===== config.mk =====
export PLATFORM = sky130hd
export DESIGN_NAME = csa_pipe_adder
export DESIGN_NICKNAME = d
export VERILOG_FILES = /design/src/rtl/csa_pipe_adder_pkg.sv /design/src/rtl/csa_pipe_adder_block.sv /design/src/rtl/csa_pipe_adder.sv
export SDC_FILE = /design/constraint.sdc
export NUM_CORES = 1
export LEC_CHECK = 0
export BUFFER_PORTS_ARGS = -buffer_cell sky130_fd_sc_hd__buf_2
export CELL_PAD_IN_SITES_DETAIL_PLACEMENT = 1
export CELL_PAD_IN_SITES_GLOBAL_PLACEMENT = 2
export CORE_ASPECT_RATIO = 0.75
export CORE_MARGIN = 2
export CORE_UTILIZATION = 37
export DETAILED_ROUTE_END_ITERATION = 8
export GPL_TIMING_DRIVEN = 1
export MAX_ROUTING_LAYER = met4
export PLACE_DENSITY = 0.91
export SLEW_MARGIN = 10
export SYNTH_ARGS = -nofsm -noshare
export SYNTH_HDL_FRONTEND = slang
export SYNTH_SLANG_ARGS = --single-unit

===== constraint.sdc =====
create_clock -name clk_i -period 7.55 [get_ports clk_i]
set_input_delay 0.3775 -clock clk_i [delete_from_list [all_inputs] [get_ports clk_i]]
set_output_delay 0.3775 -clock clk_i [all_outputs]
set_load 0.05 [all_outputs]

===== src/rtl/csa_pipe_adder_pkg.sv =====
// Shared types and sizing helpers for the pipelined carry-select adder.
package csa_pkg;

  typedef enum logic {
    OP_ADD = 1'b0,
    OP_SUB = 1'b1
  } op_e;

  function automatic int csa_blocks(int word_width, int block_width);
    return word_width / block_width;
  endfunction

  // Rounded up, so the last stage may end up holding fewer blocks (or none).
  function automatic int csa_blocks_per_stage(int blocks, int stages);
    return (blocks + stages - 1) / stages;
  endfunction

endpackage


===== src/rtl/csa_pipe_adder_block.sv =====
// One carry-select block: both carry-in cases are summed up front and the real
// carry only drives the final mux.
module csa_block #(
  parameter int WIDTH = 4
) (
  input  logic [WIDTH-1:0] a,
  input  logic [WIDTH-1:0] b,
  input  logic             cin,
  output logic [WIDTH-1:0] sum,
  output logic             cout
);

  logic [WIDTH:0] sum0;
  logic [WIDTH:0] sum1;

  assign sum0 = {1'b0, a} + {1'b0, b};
  assign sum1 = {1'b0, a} + {1'b0, b} + (WIDTH+1)'(1);
  assign {cout, sum} = cin ? sum1 : sum0;

endmodule


===== src/rtl/csa_pipe_adder.sv =====
// Pipelined carry-select adder/subtractor with valid/ready flow control.
// Optional zero/overflow flags are enabled with CSA_PIPE_FLAGS_EN.
module csa_pipe_adder
  import csa_pkg::*;
#(
  parameter int WORD_WIDTH  = 32,
  parameter int BLOCK_WIDTH = 4,
  parameter int STAGES      = 2
) (
  input  logic                  clk_i,
  input  logic                  rst_i,
  input  logic                  valid_i,
  output logic                  ready_o,
  input  logic                  op_i,
  input  logic                  c_i,
  input  logic [WORD_WIDTH-1:0] a_i,
  input  logic [WORD_WIDTH-1:0] b_i,
  output logic                  valid_o,
  input  logic                  ready_i,
  output logic [WORD_WIDTH-1:0] r_o,
  output logic                  c_o
`ifdef CSA_PIPE_FLAGS_EN
  ,
  output logic                  z_o,
  output logic                  v_o
`endif
);

  localparam int BLOCKS = csa_blocks(WORD_WIDTH, BLOCK_WIDTH);
  localparam int BPS    = csa_blocks_per_stage(BLOCKS, STAGES);
  localparam int LAST   = STAGES - 1;

  if (WORD_WIDTH % BLOCK_WIDTH != 0) begin : g_bad_width
    $error("csa_pipe_adder: WORD_WIDTH must be a multiple of BLOCK_WIDTH");
  end
  if (STAGES < 1 || STAGES > BLOCKS) begin : g_bad_stages
    $error("csa_pipe_adder: STAGES must lie in 1..WORD_WIDTH/BLOCK_WIDTH");
  end

  op_e  op;
  logic sub;

  assign op  = op_e'(op_i);
  assign sub = (op == OP_SUB);

  logic [WORD_WIDTH-1:0] in_a  [STAGES];
  logic [WORD_WIDTH-1:0] in_b  [STAGES];
  logic [WORD_WIDTH-1:0] in_r  [STAGES];
  logic                  in_c  [STAGES];
  logic                  in_v  [STAGES];
  logic [WORD_WIDTH-1:0] out_r [STAGES];
  logic                  out_c [STAGES];
  logic [WORD_WIDTH-1:0] reg_a [STAGES];
  logic [WORD_WIDTH-1:0] reg_b [STAGES];
  logic [WORD_WIDTH-1:0] reg_r [STAGES];
  logic                  reg_c [STAGES];
  logic                  reg_v [STAGES];
  logic                  load  [STAGES];

  logic [WORD_WIDTH-1:0] blk_sum;
  logic [BLOCKS-1:0]     blk_cout;

  // Subtraction is folded in here: B is inverted and the borrow-in becomes an
  // inverted carry, so every later stage is a plain adder.
  always_comb begin
    in_a[0] = a_i;
    in_b[0] = sub ? ~b_i : b_i;
    in_r[0] = '0;
    in_c[0] = sub ? ~c_i : c_i;
    in_v[0] = valid_i;
    for (int s = 1; s < STAGES; s++) begin
      in_a[s] = reg_a[s-1];
      in_b[s] = reg_b[s-1];
      in_r[s] = reg_r[s-1];
      in_c[s] = reg_c[s-1];
      in_v[s] = reg_v[s-1];
    end
  end

  // A stage may load when empty or when its current item moves on; evaluated
  // from the output end so ready_i ripples back to ready_o in the same cycle.
  always_comb begin
    for (int s = LAST; s >= 0; s--) begin
      if (s == LAST) begin
        load[s] = !reg_v[s] || ready_i;
      end else begin
        load[s] = !reg_v[s] || load[s+1];
      end
    end
  end

  for (genvar j = 0; j < BLOCKS; j++) begin : g_blk
    localparam int S = j / BPS;
    logic                   cin;
    logic                   cout;
    logic [BLOCK_WIDTH-1:0] sum;

    if (j % BPS == 0) begin : g_head
      assign cin = in_c[S];
    end else begin : g_link
      assign cin = g_blk[j-1].cout;
    end

    csa_block #(.WIDTH(BLOCK_WIDTH)) u_block (
      .a    (in_a[S][j*BLOCK_WIDTH +: BLOCK_WIDTH]),
      .b    (in_b[S][j*BLOCK_WIDTH +: BLOCK_WIDTH]),
      .cin  (cin),
      .sum  (sum),
      .cout (cout)
    );

    assign blk_sum[j*BLOCK_WIDTH +: BLOCK_WIDTH] = sum;
    assign blk_cout[j] = cout;
  end

  // Stages without blocks of their own simply pass result and carry along.
  always_comb begin
    for (int s = 0; s < STAGES; s++) begin
      out_r[s] = in_r[s];
      out_c[s] = in_c[s];
    end
    for (int j = 0; j < BLOCKS; j++) begin
      out_r[j/BPS][j*BLOCK_WIDTH +: BLOCK_WIDTH] = blk_sum[j*BLOCK_WIDTH +: BLOCK_WIDTH];
      out_c[j/BPS] = blk_cout[j];
    end
  end

  // Data registers only load with a valid item, so the output holds its last
  // delivered value while the pipe runs empty.
  always_ff @(posedge clk_i or posedge rst_i) begin
    if (rst_i) begin
      for (int s = 0; s < STAGES; s++) begin
        reg_v[s] <= 1'b0;
        reg_a[s] <= '0;
        reg_b[s] <= '0;
        reg_r[s] <= '0;
        reg_c[s] <= 1'b0;
      end
    end else begin
      for (int s = 0; s < STAGES; s++) begin
        if (load[s]) begin
          reg_v[s] <= in_v[s];
          if (in_v[s]) begin
            reg_a[s] <= in_a[s];
            reg_b[s] <= in_b[s];
            reg_r[s] <= out_r[s];
            reg_c[s] <= out_c[s];
          end
        end
      end
    end
  end

  assign ready_o = load[0];
  assign valid_o = reg_v[LAST];
  assign r_o     = reg_r[LAST];
  assign c_o     = reg_c[LAST];

`ifdef CSA_PIPE_FLAGS_EN
  logic z_q;
  logic v_q;
  logic z_next;
  logic v_next;

  // B is already inverted for SUB, so one same-sign test covers both ops.
  assign z_next = (out_r[LAST] == '0);
  assign v_next = (in_a[LAST][WORD_WIDTH-1] == in_b[LAST][WORD_WIDTH-1]) &&
                  (out_r[LAST][WORD_WIDTH-1] != in_a[LAST][WORD_WIDTH-1]);

  always_ff @(posedge clk_i or posedge rst_i) begin
    if (rst_i) begin
      z_q <= 1'b0;
      v_q <= 1'b0;
    end else if (load[LAST] && in_v[LAST]) begin
      z_q <= z_next;
      v_q <= v_next;
    end
  end

  assign z_o = z_q;
  assign v_o = v_q;
`endif

endmodule

* Word-level counts from Yosys, hierarchy flattened
Cells that the tools add are included.
Cells by class: reduce and logical (&&, ||, !) cells 6, div/mod/pow operators 0, shifts and indexed selects 0, add/sub/neg operators 16, multipliers 0, magnitude comparators 0, mux-type cells 10, bitwise operators 2, equal/unequal tests 0
Operators by type and width (count):
- $add A4 B4 Y5 | 8
- $add A5 B1 Y5 const B | 8
- $mux W5 | 8
- $mux W32 | 1
- $not A32 Y32 | 1
- $reduce_and A2 Y1 | 2
- $logic_not A1 Y1 | 2
- $logic_or A1 B1 Y1 | 2
- $mux W1 | 1
- $not A1 Y1 | 1
Storage, ports and cells: bits in latches 0, logic and storage cells 42, register bits 116, memory bits (writable) 0, output and inout port bits 35, memories 0, ROM bits 0

* Longest topological paths before layout
depth after elaboration 8, depth in mapped cells 15, gate-level depth less buffers 13

* By module
A second synthesis with hierarchy kept.
Second synthesis, totals: cells, all modules 490, area, all modules 5511.5 um^2
By module, submodules not included:
- csa_pipe_adder | seq. area each 2102.0 um^2, area an instance 3519.6 um^2, cells an instance 218, times used 1
- csa_block | seq. area each 0.0 um^2, area an instance 249.0 um^2, cells an instance 34, times used 8

* Worst setup path after synthesis
No wires, ideal clock.
kind input -> register, from input op_i, to register reg_c (netlist bit g_blk[4].cin), setup slack 3.449 ns, arrival time 4.006 ns, stages on the path 14, library setup time 0.096 ns, cells stage by stage buf_2 -> buf_1 -> xor2_1 -> ha_1 -> inv_1 -> fa_1 -> xnor2_1 -> nand3_1 -> o311a_1 -> or4b_1 -> mux2_2 -> xnor2_4 -> o31a_1 -> o31ai_1
On the way: cells in the longest elaborated chain, start to end 7
Ends and longest elaborated chain:
- start: declaration | line csa_pipe_adder.sv:14 | input logic op_i,
- $mux W32 | line csa_pipe_adder.sv:67 | in_b[0] = sub ? ~b_i : b_i;
- $add A4 B4 Y5 | line csa_pipe_adder_block.sv:16, csa_pipe_adder_block.sv:17
- $add A5 B1 Y5 | line csa_pipe_adder_block.sv:17 | assign sum1 = {1'b0, a} + {1'b0, b} + (WIDTH+1)'(1);
- $mux W5 (3 in series) | line csa_pipe_adder_block.sv:18 | assign {cout, sum} = cin ? sum1 : sum0;
- $mux W5 (*) | line csa_pipe_adder_block.sv:18
- end signal: indexed assignment | line csa_pipe_adder.sv:147 | reg_c[s] <= out_c[s];
- end: declaration | line csa_pipe_adder.sv:56 | logic reg_c [STAGES];
Mark *: on every way between the ends. The rest lies on a longest branch, timed or not. A chain may end at the register's enable or synchronous reset.

* Worst setup path after layout
Ends and elaborated chain as after synthesis.

==> flow_summary_export.csv <==
group,metric,value,unit
cts,clockBufferDepth,2,
die,die_area,0.0149,mm^2
drt,wl_per_cell,15.8,um
yosys,yosys.area.top_type,"dfrtp_1",
cts,cts_buffers,9,
yosys,synth_cell_types,49,
yosys,synthFlopType,"dfrtp_1",
timing,setup_tns,0,ns
drt,drt_iter0_markers,125,
die,initial_core_util,37.7,%
drt,firstDrtPassIters,4,
pwr,peakVddDrop,0.000119,V
cts,cts.sinks,84,
yosys,syn_area,0.00515,mm^2
yosys,ys_ff_latch,84,
min_path,hold_path.class,"in2reg",
timing,drv_slew,0,
cells_and_area,diodes,0,
cts,post_cts_buffers,0,
global_routing,grt_start_max_net_pins,85,
timing,setup_slack,3.34,ns
cells_and_area,n_fill_cell,1566,
outcome,outcome,"completed",
yosys,syn_inst,527,
yosys,synth.net_count,645,
yosys,async_flop_share,100,%
setup_path,end_kind,"flop",
yosys,synth_top_area_share,40.8,%
cts,holdBufCountCts,0,
die,core,0.0137,mm^2
die,die_h,106,um
pwr,power.leakage,3.01,nW
placement,dp_cells,789,
cells_and_area,num-nets-final,743,
setup_path,critPathKind,"in2reg",
cts,htreeDepth,3,
global_routing,antenna_found_initial,0,
yosys,synth_edf_count,0,
timing,fmax,0.237,GHz
cts,clock_latency,0.34,ns
cts,clk_root_buffer_cell,"clkbuf_16",
timing,layout_min_cycle_time,4.21,ns
cells_and_area,final_layout_size_suffix_gt1_share,24.0,%
global_routing,grt_overflow,0,
drt,antenna_left,0,
run,maxCapViolCount,0,
placement,place_worst_setup_slack,2.93,ns
yosys,synthTopCellsByArea,"dfrtp_1, ha_1, nand2_1",
drt,wirelength,12800,um
placement,dp_hpwl,9850,um
timing,finalHoldViolCount,0,
drt,drc,0,
placement,place_congestion,0.841,
placement,port_buffers,104,
cells_and_area,area_delta_synth_final,19.9,%
cts,ctsResizeCount,0,
global_routing,grt.total_usage,18.8,%
yosys,syn_area_per_cell,9.78,um^2
cts,path_clk_slew,0.06,ns
cells_and_area,final_cells,805,
yosys,yosysWarnings,0,
setup_path,critPathRequiredTime,7.79,ns
die,io_pins,105,
global_routing,grt_pass1_vias,4351,
timing,setup_viol,0,
setup_path,rrSetupSlack,3.39,ns
setup_path,critPathMaxFanout,33,
timing,post-route-period-util,55.8,%
cells_and_area,mostFrequentLayoutCells,"nand2_1, buf_2, dfrtp_1",
timing,rsz0062_at_grt,"no",
setup_path,cp.arrival,4.45,ns
timing,tightest_slew,1.08,ns
pwr,power-per-cell-area,332,mW/mm^2
timing,slew_headroom,27.9,%
cts,cts_tree,"done",
die,die_w,140,um
drt,vias_per_cell,4.94,
timing,skew,0.00548,ns
global_routing,grt_pass1_wl,21400,um
drt,num_vias,3979,
setup_path,critPathLaunchType,"input port",
die,rows,37,
yosys,ys_seq_area_share,40.8,%
-- cells in the mapped netlist (3+ instances only) --
library cell,instances
inv_1,20
nand2_1,105
a21oi_1,16
clkbuf_1,15
and3_1,3
a31oi_1,4
dfrtp_1,84
xnor2_1,38
nor3_1,4
nor2_1,9
mux2i_1,5
o31ai_1,4
nand3_1,11
buf_1,3
nand2b_1,6
nand4_1,5
nor2b_1,4
ha_1,40
o21ai_0,49
fa_1,8
xor2_1,29
a21o_1,14
mux2_2,19
-- registers in the layout (all words and copies together) (netlist names) --
register / flops
r_o: 32
in_v: 1
in_b: 16
valid_o: 1
g_blk.cin: 1
in_a: 16
in_r: 16
c_o: 1
-- routing by layer --
metal / global-route usage (%) / part of all wire [%]
met1: 23.6 / 47
met2: 30.9 / 47
met3: 4.19 / 4.1
met4: 5.05 / 1.3
met5: - / 0
-- critical path, cell delays in order --
cell     delay, ns
buf_2         0.74
xor2_1        0.21
ha_1          0.19
inv_1         0.06
fa_1          0.40
xnor2_1       0.28
nand3_1       0.15
o311a_1       0.33
or4b_1        0.59
mux2_2        0.35
xnor2_4       0.18
o31a_1        0.33
o31ai_1       0.25
-- per-stage QoR --
step	power [mW]	util, %	area, um^2	hold WS (ns)
after floorplan	1.33	-	5150	0.430
after global placement	1.53	42.8	5840	0.449
after detailed placement	1.57	42.8	5840	0.459
after CTS	2.08	45.3	6180	0.253
after global routing	2.19	45.3	6180	0.259
final	2.05	45.3	6180	0.264
-- final cells by class --
type | count | area [um^2] | area share [%]
clock buffers | 13 | 270 | 4.37
clock inverters | 3 | 67.6 | 1.09
inverters | 20 | 76.3 | 1.23
multi-input cells | 403 | 2900 | 47.0
flip-flops and latches | 84 | 2100 | 34.0
well taps | 175 | 219 | 3.54
repair buffers | 107 | 543 | 8.79
-- logic make-up (layout without fill, tap and decap cells) --
group	after synthesis	in the layout	share of synthesized area [%]
adder cells (fa/ha/maj)	48	48	12.8
XOR/XNOR	70	70	12.5
flip-flops	84	84	40.8
buffers and inverters	40	143	2.96
AO/OA/AOI/OAI	98	98	11.4
multiplexers	24	24	5.12
AND/OR/NAND/NOR	163	163	14.4
-- final timing paths --
kind	start	end	cells past startpoint
setup / recovery	op_i	g_blk[4].cin$_DFFE_PP0P_	13
hold / removal	a_i[18]	in_a[18]$_DFFE_PP0P_	2
setup reg to reg	in_b[16]$_DFFE_PP0P_	r_o[31]$_DFFE_PP0P_	11
hold reg to reg	in_r[8]$_DFFE_PP0P_	r_o[8]$_DFFE_PP0P_	2
max in group asynchronous	rst_i	r_o[14]$_DFFE_PP0P_	3
min in group asynchronous	rst_i	in_a[18]$_DFFE_PP0P_	3
-- power by group --
part           internal, mW  switching, mW
clock network         0.317          0.176
logic                 0.297          0.607
registers             0.577         0.0799
total                  1.19          0.863
Power figures use the tool's default switching activity.
